`src/rtl/bp_pkg.sv`:
```
// Shared types and default sizes for the gshare branch-prediction controller.
// The PC-XOR indexing option is selected with the GSHARE_PC_XOR_EN macro in gshare_ctrl.
package bp_pkg;

  localparam int BP_DEFAULT_GHR_BITS    = 5;
  localparam int BP_DEFAULT_QUEUE_DEPTH = 4;

  typedef enum logic {
    RUN     = 1'b0,
    RECOVER = 1'b1
  } bp_state_e;

  // Default-width view of an in-flight entry; gshare_ctrl declares the sized copy.
  typedef struct packed {
    logic [BP_DEFAULT_GHR_BITS-1:0] idx;
    logic                           pred;
  } bp_entry_t;

  function automatic int bp_entry_width(input int ghr_bits);
    return ghr_bits + 1;
  endfunction

endpackage

```
`src/rtl/bp_inflight_fifo.sv`:
```
// Synchronous FIFO holding predicted branches until execute resolves them.
// Flush wins over push and pop; pointers wrap modulo DEPTH (a power of 2).
module bp_inflight_fifo
  import bp_pkg::*;
#(
  parameter int WIDTH = bp_entry_width(BP_DEFAULT_GHR_BITS),
  parameter int DEPTH = BP_DEFAULT_QUEUE_DEPTH,
  localparam int PW   = $clog2(DEPTH),
  localparam int CW   = $clog2(DEPTH + 1)
) (
  input  logic             clk,
  input  logic             reset_i,
  input  logic             push_i,
  input  logic [WIDTH-1:0] push_data_i,
  input  logic             pop_i,
  input  logic             flush_i,
  output logic [WIDTH-1:0] head_o,
  output logic             full_o,
  output logic             empty_o,
  output logic [CW-1:0]    count_o
);

  logic [WIDTH-1:0] mem_q [DEPTH];
  logic [WIDTH-1:0] mem_d [DEPTH];
  logic [PW-1:0]    wr_ptr_q, wr_ptr_d;
  logic [PW-1:0]    rd_ptr_q, rd_ptr_d;
  logic [CW-1:0]    count_q, count_d;
  logic             do_push, do_pop;

  assign full_o  = (count_q == CW'(DEPTH));
  assign empty_o = (count_q == '0);
  assign count_o = count_q;
  assign head_o  = mem_q[rd_ptr_q];

  assign do_push = push_i & ~full_o;
  assign do_pop  = pop_i & ~empty_o;

  always_comb begin
    mem_d    = mem_q;
    wr_ptr_d = wr_ptr_q;
    rd_ptr_d = rd_ptr_q;
    count_d  = count_q;
    if (flush_i) begin
      wr_ptr_d = '0;
      rd_ptr_d = '0;
      count_d  = '0;
    end else begin
      if (do_push) begin
        mem_d[wr_ptr_q] = push_data_i;
        wr_ptr_d        = wr_ptr_q + PW'(1);
      end
      if (do_pop) begin
        rd_ptr_d = rd_ptr_q + PW'(1);
      end
      count_d = count_q + CW'(do_push) - CW'(do_pop);
    end
  end

  always_ff @(posedge clk) begin
    if (reset_i) begin
      for (int i = 0; i < DEPTH; i++) begin
        mem_q[i] <= '0;
      end
      wr_ptr_q <= '0;
      rd_ptr_q <= '0;
      count_q  <= '0;
    end else begin
      for (int i = 0; i < DEPTH; i++) begin
        mem_q[i] <= mem_d[i];
      end
      wr_ptr_q <= wr_ptr_d;
      rd_ptr_q <= rd_ptr_d;
      count_q  <= count_d;
    end
  end

endmodule

```
`src/rtl/gshare_ctrl.sv`:
```
// Gshare controller: speculative/committed GHR, PHT index, in-flight tracking and recovery.
// Define GSHARE_PC_XOR_EN to XOR fetch_pc_i[N+1:2] into the PHT read index.
//
// Handshake: a prediction is accepted when fetch_valid_i & ~stall_i & pred_ready_o and no
// mispredict is being taken that cycle; a resolve is consumed when resolve_valid_i and the
// in-flight FIFO is non-empty. There is no backpressure on resolve.
module gshare_ctrl
  import bp_pkg::*;
#(
  parameter int NUM_GHR_BITS = BP_DEFAULT_GHR_BITS,
  parameter int QUEUE_DEPTH  = BP_DEFAULT_QUEUE_DEPTH,
  localparam int CW          = $clog2(QUEUE_DEPTH + 1)
) (
  input  logic                    clk,
  input  logic                    reset_i,
  input  logic                    fetch_valid_i,
  input  logic [31:0]             fetch_pc_i,
  input  logic                    stall_i,
  input  logic                    pht_taken_i,
  output logic [NUM_GHR_BITS-1:0] pht_raddr_o,
  output logic                    predict_taken_o,
  output logic                    pred_ready_o,
  input  logic                    resolve_valid_i,
  input  logic                    resolve_taken_i,
  output logic                    pht_wen_o,
  output logic [NUM_GHR_BITS-1:0] pht_waddr_o,
  output logic                    pht_increment_o,
  output logic                    mispredict_o,
  output logic [NUM_GHR_BITS-1:0] ghr_o,
  output logic [CW-1:0]           inflight_count_o
);

  localparam int N = NUM_GHR_BITS;

  typedef struct packed {
    logic [N-1:0] idx;
    logic         pred;
  } entry_t;

  bp_state_e    state_q, state_d;
  logic [N-1:0] spec_ghr_q, spec_ghr_d;
  logic [N-1:0] arch_ghr_q, arch_ghr_d;
  logic         pht_wen_q, pht_wen_d;
  logic [N-1:0] pht_waddr_q, pht_waddr_d;
  logic         pht_inc_q, pht_inc_d;
  logic         mispredict_q, mispredict_d;

  entry_t       head, push_entry;
  logic         fifo_full, fifo_empty;
  logic [CW-1:0] fifo_count;
  logic         resolve_fire, mispredict_now, accept;
  logic         unused_pc;

  assign unused_pc = ^fetch_pc_i;

`ifdef GSHARE_PC_XOR_EN
  assign pht_raddr_o = spec_ghr_q ^ fetch_pc_i[N+1:2];
`else
  assign pht_raddr_o = spec_ghr_q;
`endif

  assign predict_taken_o = fetch_valid_i & pht_taken_i;
  assign pred_ready_o    = (state_q == RUN) & ~fifo_full;

  assign resolve_fire   = resolve_valid_i & ~fifo_empty;
  assign mispredict_now = resolve_fire & (resolve_taken_i != head.pred);
  assign accept         = fetch_valid_i & ~stall_i & pred_ready_o & ~mispredict_now;

  assign push_entry = '{idx: pht_raddr_o, pred: predict_taken_o};

  bp_inflight_fifo #(
    .WIDTH (bp_entry_width(N)),
    .DEPTH (QUEUE_DEPTH)
  ) u_fifo (
    .clk         (clk),
    .reset_i     (reset_i),
    .push_i      (accept),
    .push_data_i (push_entry),
    .pop_i       (resolve_fire),
    .flush_i     (mispredict_now),
    .head_o      (head),
    .full_o      (fifo_full),
    .empty_o     (fifo_empty),
    .count_o     (fifo_count)
  );

  always_comb begin
    spec_ghr_d   = spec_ghr_q;
    arch_ghr_d   = arch_ghr_q;
    pht_wen_d    = resolve_fire;
    pht_waddr_d  = pht_waddr_q;
    pht_inc_d    = pht_inc_q;
    mispredict_d = mispredict_now;
    state_d      = RUN;

    if (resolve_fire) begin
      arch_ghr_d  = {arch_ghr_q[N-2:0], resolve_taken_i};
      pht_waddr_d = head.idx;
      pht_inc_d   = resolve_taken_i;
    end

    // Recovery restarts speculation from the committed history plus the real outcome.
    if (mispredict_now) begin
      spec_ghr_d = {arch_ghr_q[N-2:0], resolve_taken_i};
      state_d    = RECOVER;
    end else if (accept) begin
      spec_ghr_d = {spec_ghr_q[N-2:0], predict_taken_o};
    end
  end

  always_ff @(posedge clk) begin
    if (reset_i) begin
      state_q      <= RUN;
      spec_ghr_q   <= '0;
      arch_ghr_q   <= '0;
      pht_wen_q    <= 1'b0;
      pht_waddr_q  <= '0;
      pht_inc_q    <= 1'b0;
      mispredict_q <= 1'b0;
    end else begin
      state_q      <= state_d;
      spec_ghr_q   <= spec_ghr_d;
      arch_ghr_q   <= arch_ghr_d;
      pht_wen_q    <= pht_wen_d;
      pht_waddr_q  <= pht_waddr_d;
      pht_inc_q    <= pht_inc_d;
      mispredict_q <= mispredict_d;
    end
  end

  assign pht_wen_o        = pht_wen_q;
  assign pht_waddr_o      = pht_waddr_q;
  assign pht_increment_o  = pht_inc_q;
  assign mispredict_o     = mispredict_q;
  assign ghr_o            = spec_ghr_q;
  assign inflight_count_o = fifo_count;

endmodule
```
`config.mk`:
```
export PLATFORM = sky130hd
export DESIGN_NAME = gshare_ctrl
export DESIGN_NICKNAME = d
export VERILOG_FILES = /design/src/rtl/bp_pkg.sv /design/src/rtl/bp_inflight_fifo.sv /design/src/rtl/gshare_ctrl.sv
export SDC_FILE = /design/constraint.sdc
export NUM_CORES = 1
export LEC_CHECK = 0
export ABC_AREA = 1
export BUFFER_PORTS_ARGS = -buffer_cell sky130_fd_sc_hd__buf_2
export CAP_MARGIN = 10
export CORE_ASPECT_RATIO = 1.75
export CORE_MARGIN = 5
export CORE_UTILIZATION = 26
export DETAILED_ROUTE_END_ITERATION = 8
export PLACE_DENSITY = 0.49
export SYNTH_ARGS = -nofsm -noshare
export SYNTH_HDL_FRONTEND = slang
export SYNTH_SLANG_ARGS = --single-unit
```
`constraint.sdc`:
```
create_clock -name clk -period 2.3 [get_ports clk]
set_input_delay 0 -clock clk [delete_from_list [all_inputs] [get_ports clk]]
set_output_delay 0 -clock clk [all_outputs]
set_load 0.02 [all_outputs]
```
==> results.cfg, run 1 <==
[placed_design]
place_ws_ps = 242.5
hpwlAfterDp_um = 4354
port_buffers = 29
place.gp.congestion = 0.7528

[critical_path]
crit_required_ps = 2510
regToRegStartpoint = u_fifo.rd_ptr_q[0]$_SDFFE_PP0P_
critical_path.slowest_cell = dfxtp_1
rr_endpoint = u_fifo.count_o[2]$_SDFF_PP0_
worstPathArrival_ps = 2290
crit_chain = inv_2, nand2_1, nand3_1, nand2_1, nand2_2, nand3_4, nand2_4, inv_2, ha_1, inv_1, fa_1, or2_2, a21oi_1
cpPeakStageDelay_ps = 410
path_buf_inv = 3
r2r_cells = 13
worstSetupStartpointType = flop
cp_max_fo = 5
critPathKind = flop to flop
crit_path_end_kind = flop
crit_family = simple AND/OR/NAND/NOR gates
ff2ff_setup_slack_ps = 230

[power_and_ir_drop]
powerDensity_nw_per_um2 = 1011
p_total_uw = 2861
leakagePower_uw = 0.001376
ir_drop_uv = 478.6

[timing]
fin_hold_ws_ps = 73.72
post-route-period-util_pct = 90.19
period_needed_ps = 2074
fmaxAchievable_mhz = 482.1
worst_slew_pin_slew_ps = 394.7
rsz0062_at_grt = no
finalSetupViolCount = 0
fin_skew_ps = 3.440
relSlewSlack_pct = 73.65
slew_viol_final = 0
setup_ws_ps = 225.6
hold_viol = 0
fin_tns_setup_ps = 0

[synth]
syn_inst = 344
yosysSeqAreaShare_pct = 39.27
synth_nets = 390
syn-cell-area_um2 = 2396
avgSynthCellArea_um2 = 6.965
yosysUniqueCellTypes = 29
ys_ff_latch = 47
synth_warnings = 0

[grt]
grt_pass1_wl_um = 10010
grtUsageTotal_pct = 11.69
grt_start_max_net_pins = 34
first_global_vias = 1984
grt_antenna_before_repair = 0
grt_overflow = 0

[clock_network]
cts-root-buf = clkbuf_16
clock_latency_ps = 290
clockBufferDepth = 2
htree_levels = 2
clk_pin_slew_worst_paths_ps = 60
tritoncts = yes
post_cts_resized = 0
cts.sinks = 47
cts_made_buffers = 5

[worst_hold_path]
hold_path_end = ghr_o[0]$_SDFFE_PP0P_
hold_path_class = input port to flop
hold_depth = 4
min_from = pht_taken_i

[finish]
antenna_cells = 0
layout_common_cells = nand2_1 (74), inv_1 (58), nor2_1 (50)
layout.cells.most_common = nand2_1
final_util_pct = 31.31
drive_above_1_share_pct = 18.98
area_growth_pct = 18.07
fin_nets = 419
fillCellCount = 1043

[floorplan]
io_pins = 62
dieWidth_um = 82.57
std_cell_rows = 46
die_y_um = 137.0
dieArea_um2 = 11310
initial_core_util_pct = 26.52
coreArea_um2 = 9036

[run]
maxCapViolCount = 0

[routing]
ant_nets = 0
dr_total_vias = 2102
wl_per_cell_um = 12.18
avgViaCountPerCell = 4.255
drc_errors = 0
wl_um = 6019
drt_first_pass_iters = 5
drt-initial-drc-count = 122

[status]
outcome = completed
==> registers in the layout, summed over array words and instances, names as in the netlist <==
signal / count
u_fifo.mem_q: 24
ghr_o: 5
pht_waddr_o: 5
arch_ghr_q: 4
u_fifo.count_o: 3
u_fifo.rd_ptr_q: 2
u_fifo.wr_ptr_q: 2
pht_wen_o: 1
state_q: 1
==> through the flow <==
stage	std cells	instance area, um^2
floorplan	344	2400
global placement	484	2653
detailed placement	484	2653
CTS	494	2829
global route	494	2829
finish	494	2829
==> kinds of logic (layout without fill, tap and decap cells) <==
kind of cell,after synthesis,count (layout),share of synthesized area [%]
fa+ha+maj,7,7,3.969
xor+xnor,1,1,0.3656
compound gates,41,41,9.870
flops,47,47,39.27
buf+inv,80,110,14.20
simple gates,168,168,32.32
==> worst max-delay path by stage <==
stage	from	end	cells past startpoint
2_1_floorplan	u_fifo.count_o[1]$_SDFF_PP0_	u_fifo.count_o[2]$_SDFF_PP0_	10
3_3_place_gp	u_fifo.rd_ptr_q[0]$_SDFFE_PP0P_	u_fifo.count_o[2]$_SDFF_PP0_	13
3_5_place_dp	u_fifo.rd_ptr_q[0]$_SDFFE_PP0P_	u_fifo.count_o[2]$_SDFF_PP0_	13
4_1_cts	u_fifo.rd_ptr_q[0]$_SDFFE_PP0P_	u_fifo.count_o[2]$_SDFF_PP0_	13
5_1_grt	u_fifo.rd_ptr_q[0]$_SDFFE_PP0P_	u_fifo.count_o[2]$_SDFF_PP0_	13
6_report	u_fifo.rd_ptr_q[0]$_SDFFE_PP0P_	u_fifo.count_o[2]$_SDFF_PP0_	13
==> final cells by class <==
class                           count  area [um^2]  area share, %
Inverter                           63        237.7          8.403
Sequential cell                    47        944.7          33.39
Tap cell                          120        150.1          5.307
Timing Repair Buffer               39        225.2          7.961
Clock buffer                        8        156.4          5.529
Multi-Input combinational cell    217         1115          39.41
==> cell usage after synthesis (all sizes together) <==
master	count	area share (%)
clkbuf	5	0.78
a21oi	16	3.8
nor3b	1	0.52
nand4	16	4.2
clkinv	1	0.21
nand2	78	13
nor2	51	8.1
dfxtp	47	39
a31oi	5	1.3
a21boi	1	0.78
buf	12	3.5
nand3	20	6.0
or2	2	0.52
xnor2	1	0.37
fa	1	0.84
ha	6	3.1
o21ai	19	4.0
inv	62	9.7
==> worst register-to-register path: stages, from the launching register on <==
cell and delay [ps]:
dfxtp_1 410, inv_2 60, nand2_1 60, nand3_1 110, nand2_1 100, nand2_2 70, nand3_4 70, nand2_4 60
inv_2 60, ha_1 140, inv_1 50, fa_1 380, or2_2 300, a21oi_1 140
==> report_power, final <==
part / switching [uW] / internal, uW
registers: 106 / 961
logic: 667 / 357
clock network: 306 / 463
total: 1080 / 1780
==> timing repair <==
action	CTS	global route
setup buffers	0	0
hold endpoints to repair	3	0
hold buffers	2	0
==> per-layer routing <==
metal / wire length, um / global-route usage [%] / vias up
li1: - / - / 1117
met1: 2607 / 13.55 / 946
met2: 3110 / 20.80 / 32
met3: 190 / 1.845 / 7
met4: 110 / 4.636 / 0
met5: 0 / 0 / -
Power figures use the tool's default switching activity.
==> run 2: changes to the inputs <==
--- a/config.mk
+++ b/config.mk
@@ -6,13 +6,12 @@
 export NUM_CORES = 1
 export LEC_CHECK = 0
 export ABC_AREA = 1
-export BUFFER_PORTS_ARGS = -buffer_cell sky130_fd_sc_hd__buf_2
+export BUFFER_PORTS_ARGS = -buffer_cell sky130_fd_sc_hd__clkbuf_2
 export CAP_MARGIN = 10
 export CORE_ASPECT_RATIO = 1.75
-export CORE_MARGIN = 5
 export CORE_UTILIZATION = 26
 export DETAILED_ROUTE_END_ITERATION = 8
-export PLACE_DENSITY = 0.49
+export PLACE_DENSITY = 0.47
 export SYNTH_ARGS = -nofsm -noshare
 export SYNTH_HDL_FRONTEND = slang
 export SYNTH_SLANG_ARGS = --single-unit
==> constraint.sdc (replaced) <==
create_clock -name clk -period 2.4 [get_ports clk]
set_input_delay 0 -clock clk [delete_from_list [all_inputs] [get_ports clk]]
set_output_delay 0 -clock clk [all_outputs]
set_load 0.02 [all_outputs]
==> results.cfg, run 2 (same netlist as run 1, synthesis figures left out) <==
[status]
outcome = completed

[routing]
drc_errors = 0
avgViaCountPerCell = 4.245
wl_met1_um = 2387
drt-initial-drc-count = 95
dr_total_vias = 2093
wl_per_cell_um = 11.92
wl_um = 5876
highest_layer = met4
wl_met2_um = 3055
drt_first_pass_iters = 4
ant_nets = 0
dr_wl_met3_um = 152

[critical_path]
r2r_cells = 12
worstPathArrival_ps = 2370
crit_required_ps = 2630
critPathMostFrequentCell = inv_2
ff2ff_setup_slack_ps = 260
critical_path.slowest_cell = fa_1
crit_chain = inv_2, nand2_1, nand3_1, nand3_2, nand3_4, nand2_4, inv_2, ha_1, inv_1, fa_1, or2_2, a21oi_1
crit_path_end_kind = flop
cpPeakStageDelay_ps = 370
regToRegStartpoint = u_fifo.rd_ptr_q[0]$_SDFFE_PP0P_
critPathKind = flop to flop
worstSetupStartpointType = flop
cp_max_fo = 13
rr_endpoint = u_fifo.count_o[2]$_SDFF_PP0_

[clock_network]
cts_made_buffers = 5
cts.sinks = 47
hold_buffers = 2
clock_latency_ps = 290
htree_levels = 2
post_cts_resized = 0
clk_pin_slew_worst_paths_ps = 60
clockBufferDepth = 2
postCtsSetupRepairBufs = 0
tritoncts = yes
cts-root-buf = clkbuf_16

[finish]
fin_nets = 418
layout.cells.non_filler = 493
drive_above_1_share_pct = 17.96
area_growth_pct = 17.60
largest_register_ffs = 24
layout.cells.most_common = nand2_1
final_util_pct = 31.38
antenna_cells = 0
largest-register = u_fifo.mem_q
layout_common_cells = nand2_1 (74), inv_1 (58), nor2_1 (50)

[grt]
grt_antenna_before_repair = 0
grt_start_max_net_pins = 34
grtUsageTotal_pct = 13.59
grt_pass1_wl_um = 9646
first_global_vias = 2001
grt_overflow = 0

[placed_design]
place.gp.congestion = 0.7980
dp_cells = 483
port_buffers = 29
hpwlAfterDp_um = 4269

[timing]
fmaxAchievable_mhz = 467.0
rsz0062_at_grt = no
fin_hold_ws_ps = 85.69
slew_viol_final = 0
finalSetupViolCount = 0
fin_skew_ps = 5.421
period_needed_ps = 2142
relSlewSlack_pct = 70.95
hold_viol = 0
worst_slew_pin_slew_ps = 435.3
fin_tns_setup_ps = 0
post-route-period-util_pct = 89.23

[power_and_ir_drop]
ir_drop_uv = 456.5
powerDensity_nw_per_um2 = 966.3
p_total_uw = 2723
leakagePower_uw = 0.001354

[floorplan]
dieWidth_um = 74.57
dieArea_um2 = 9618
die_y_um = 129.0
initial_core_util_pct = 26.69
coreArea_um2 = 8979
io_pins = 62
std_cell_rows = 46

[worst_hold_path]
min_from = pht_taken_i
hold_depth = 4
hold_path_end = ghr_o[0]$_SDFFE_PP0P_
hold_path_class = input port to flop

[run]
maxCapViolCount = 0
## run 2: cell count changes in the layout (fill, tap and decap cells not counted), sizes merged
cell,change
buf,-30
clkbuf,+29
## run 2: report_power, final
group / internal, uW / leakage [uW] / switching [uW] / total [uW]
Combinational: 329 / 0.000895 / 636 / 965
Sequential: 917 / 0.000382 / 98.4 / 1020
Clock: 444 / 0.0000772 / 298 / 742
## run 2: through the flow
step | setup WS, ps | area, um^2
2_1_floorplan | 34.18 | 2396
4_1_cts | 227.5 | 2818
3_3_place_gp | 291.3 | 2641
6_report | 258.5 | 2818
3_5_place_dp | 260.6 | 2641
5_1_grt | 75.37 | 2818
## run 2: how the worst max path moves through the flow
stage                                                from                           end  slack [ps]  cells after the start
final                     u_fifo.rd_ptr_q[0]$_SDFFE_PP0P_  u_fifo.count_o[2]$_SDFF_PP0_         260                     12
after global routing      u_fifo.rd_ptr_q[0]$_SDFFE_PP0P_  u_fifo.count_o[2]$_SDFF_PP0_          80                     12
after CTS                 u_fifo.rd_ptr_q[0]$_SDFFE_PP0P_  u_fifo.count_o[2]$_SDFF_PP0_         230                     12
after detailed placement  u_fifo.rd_ptr_q[0]$_SDFFE_PP0P_  u_fifo.count_o[2]$_SDFF_PP0_         260                     12
after global placement    u_fifo.rd_ptr_q[0]$_SDFFE_PP0P_  u_fifo.count_o[2]$_SDFF_PP0_         290                     12
after floorplan              u_fifo.count_o[1]$_SDFF_PP0_  u_fifo.count_o[2]$_SDFF_PP0_          30                     10
## run 2: worst max-delay path: cells and delay by family (launching register included)
| family | cells | cell delay (ps) |
|---|---|---|
| simple gates | 6 | 820 |
| fa+ha+maj | 2 | 500 |
| flops | 1 | 330 |
| buf+inv | 3 | 270 |
| compound gates | 1 | 140 |
## run 2: cell type report
class                   instances  area, um^2
flip-flops and latches         47       940.9
multi-input cells             217        1115
clock buffers                   8       156.4
fillers                      1026        6161
inverters                      63       237.7
repair buffers                 38       217.7
well taps                     120       150.1
## run 2: routing by layer
metal  vias up  track usage, %
met5         -               0
met4         0           8.657
met3        13           2.662
met2        40           23.79
met1       918           14.35
li1       1122               -
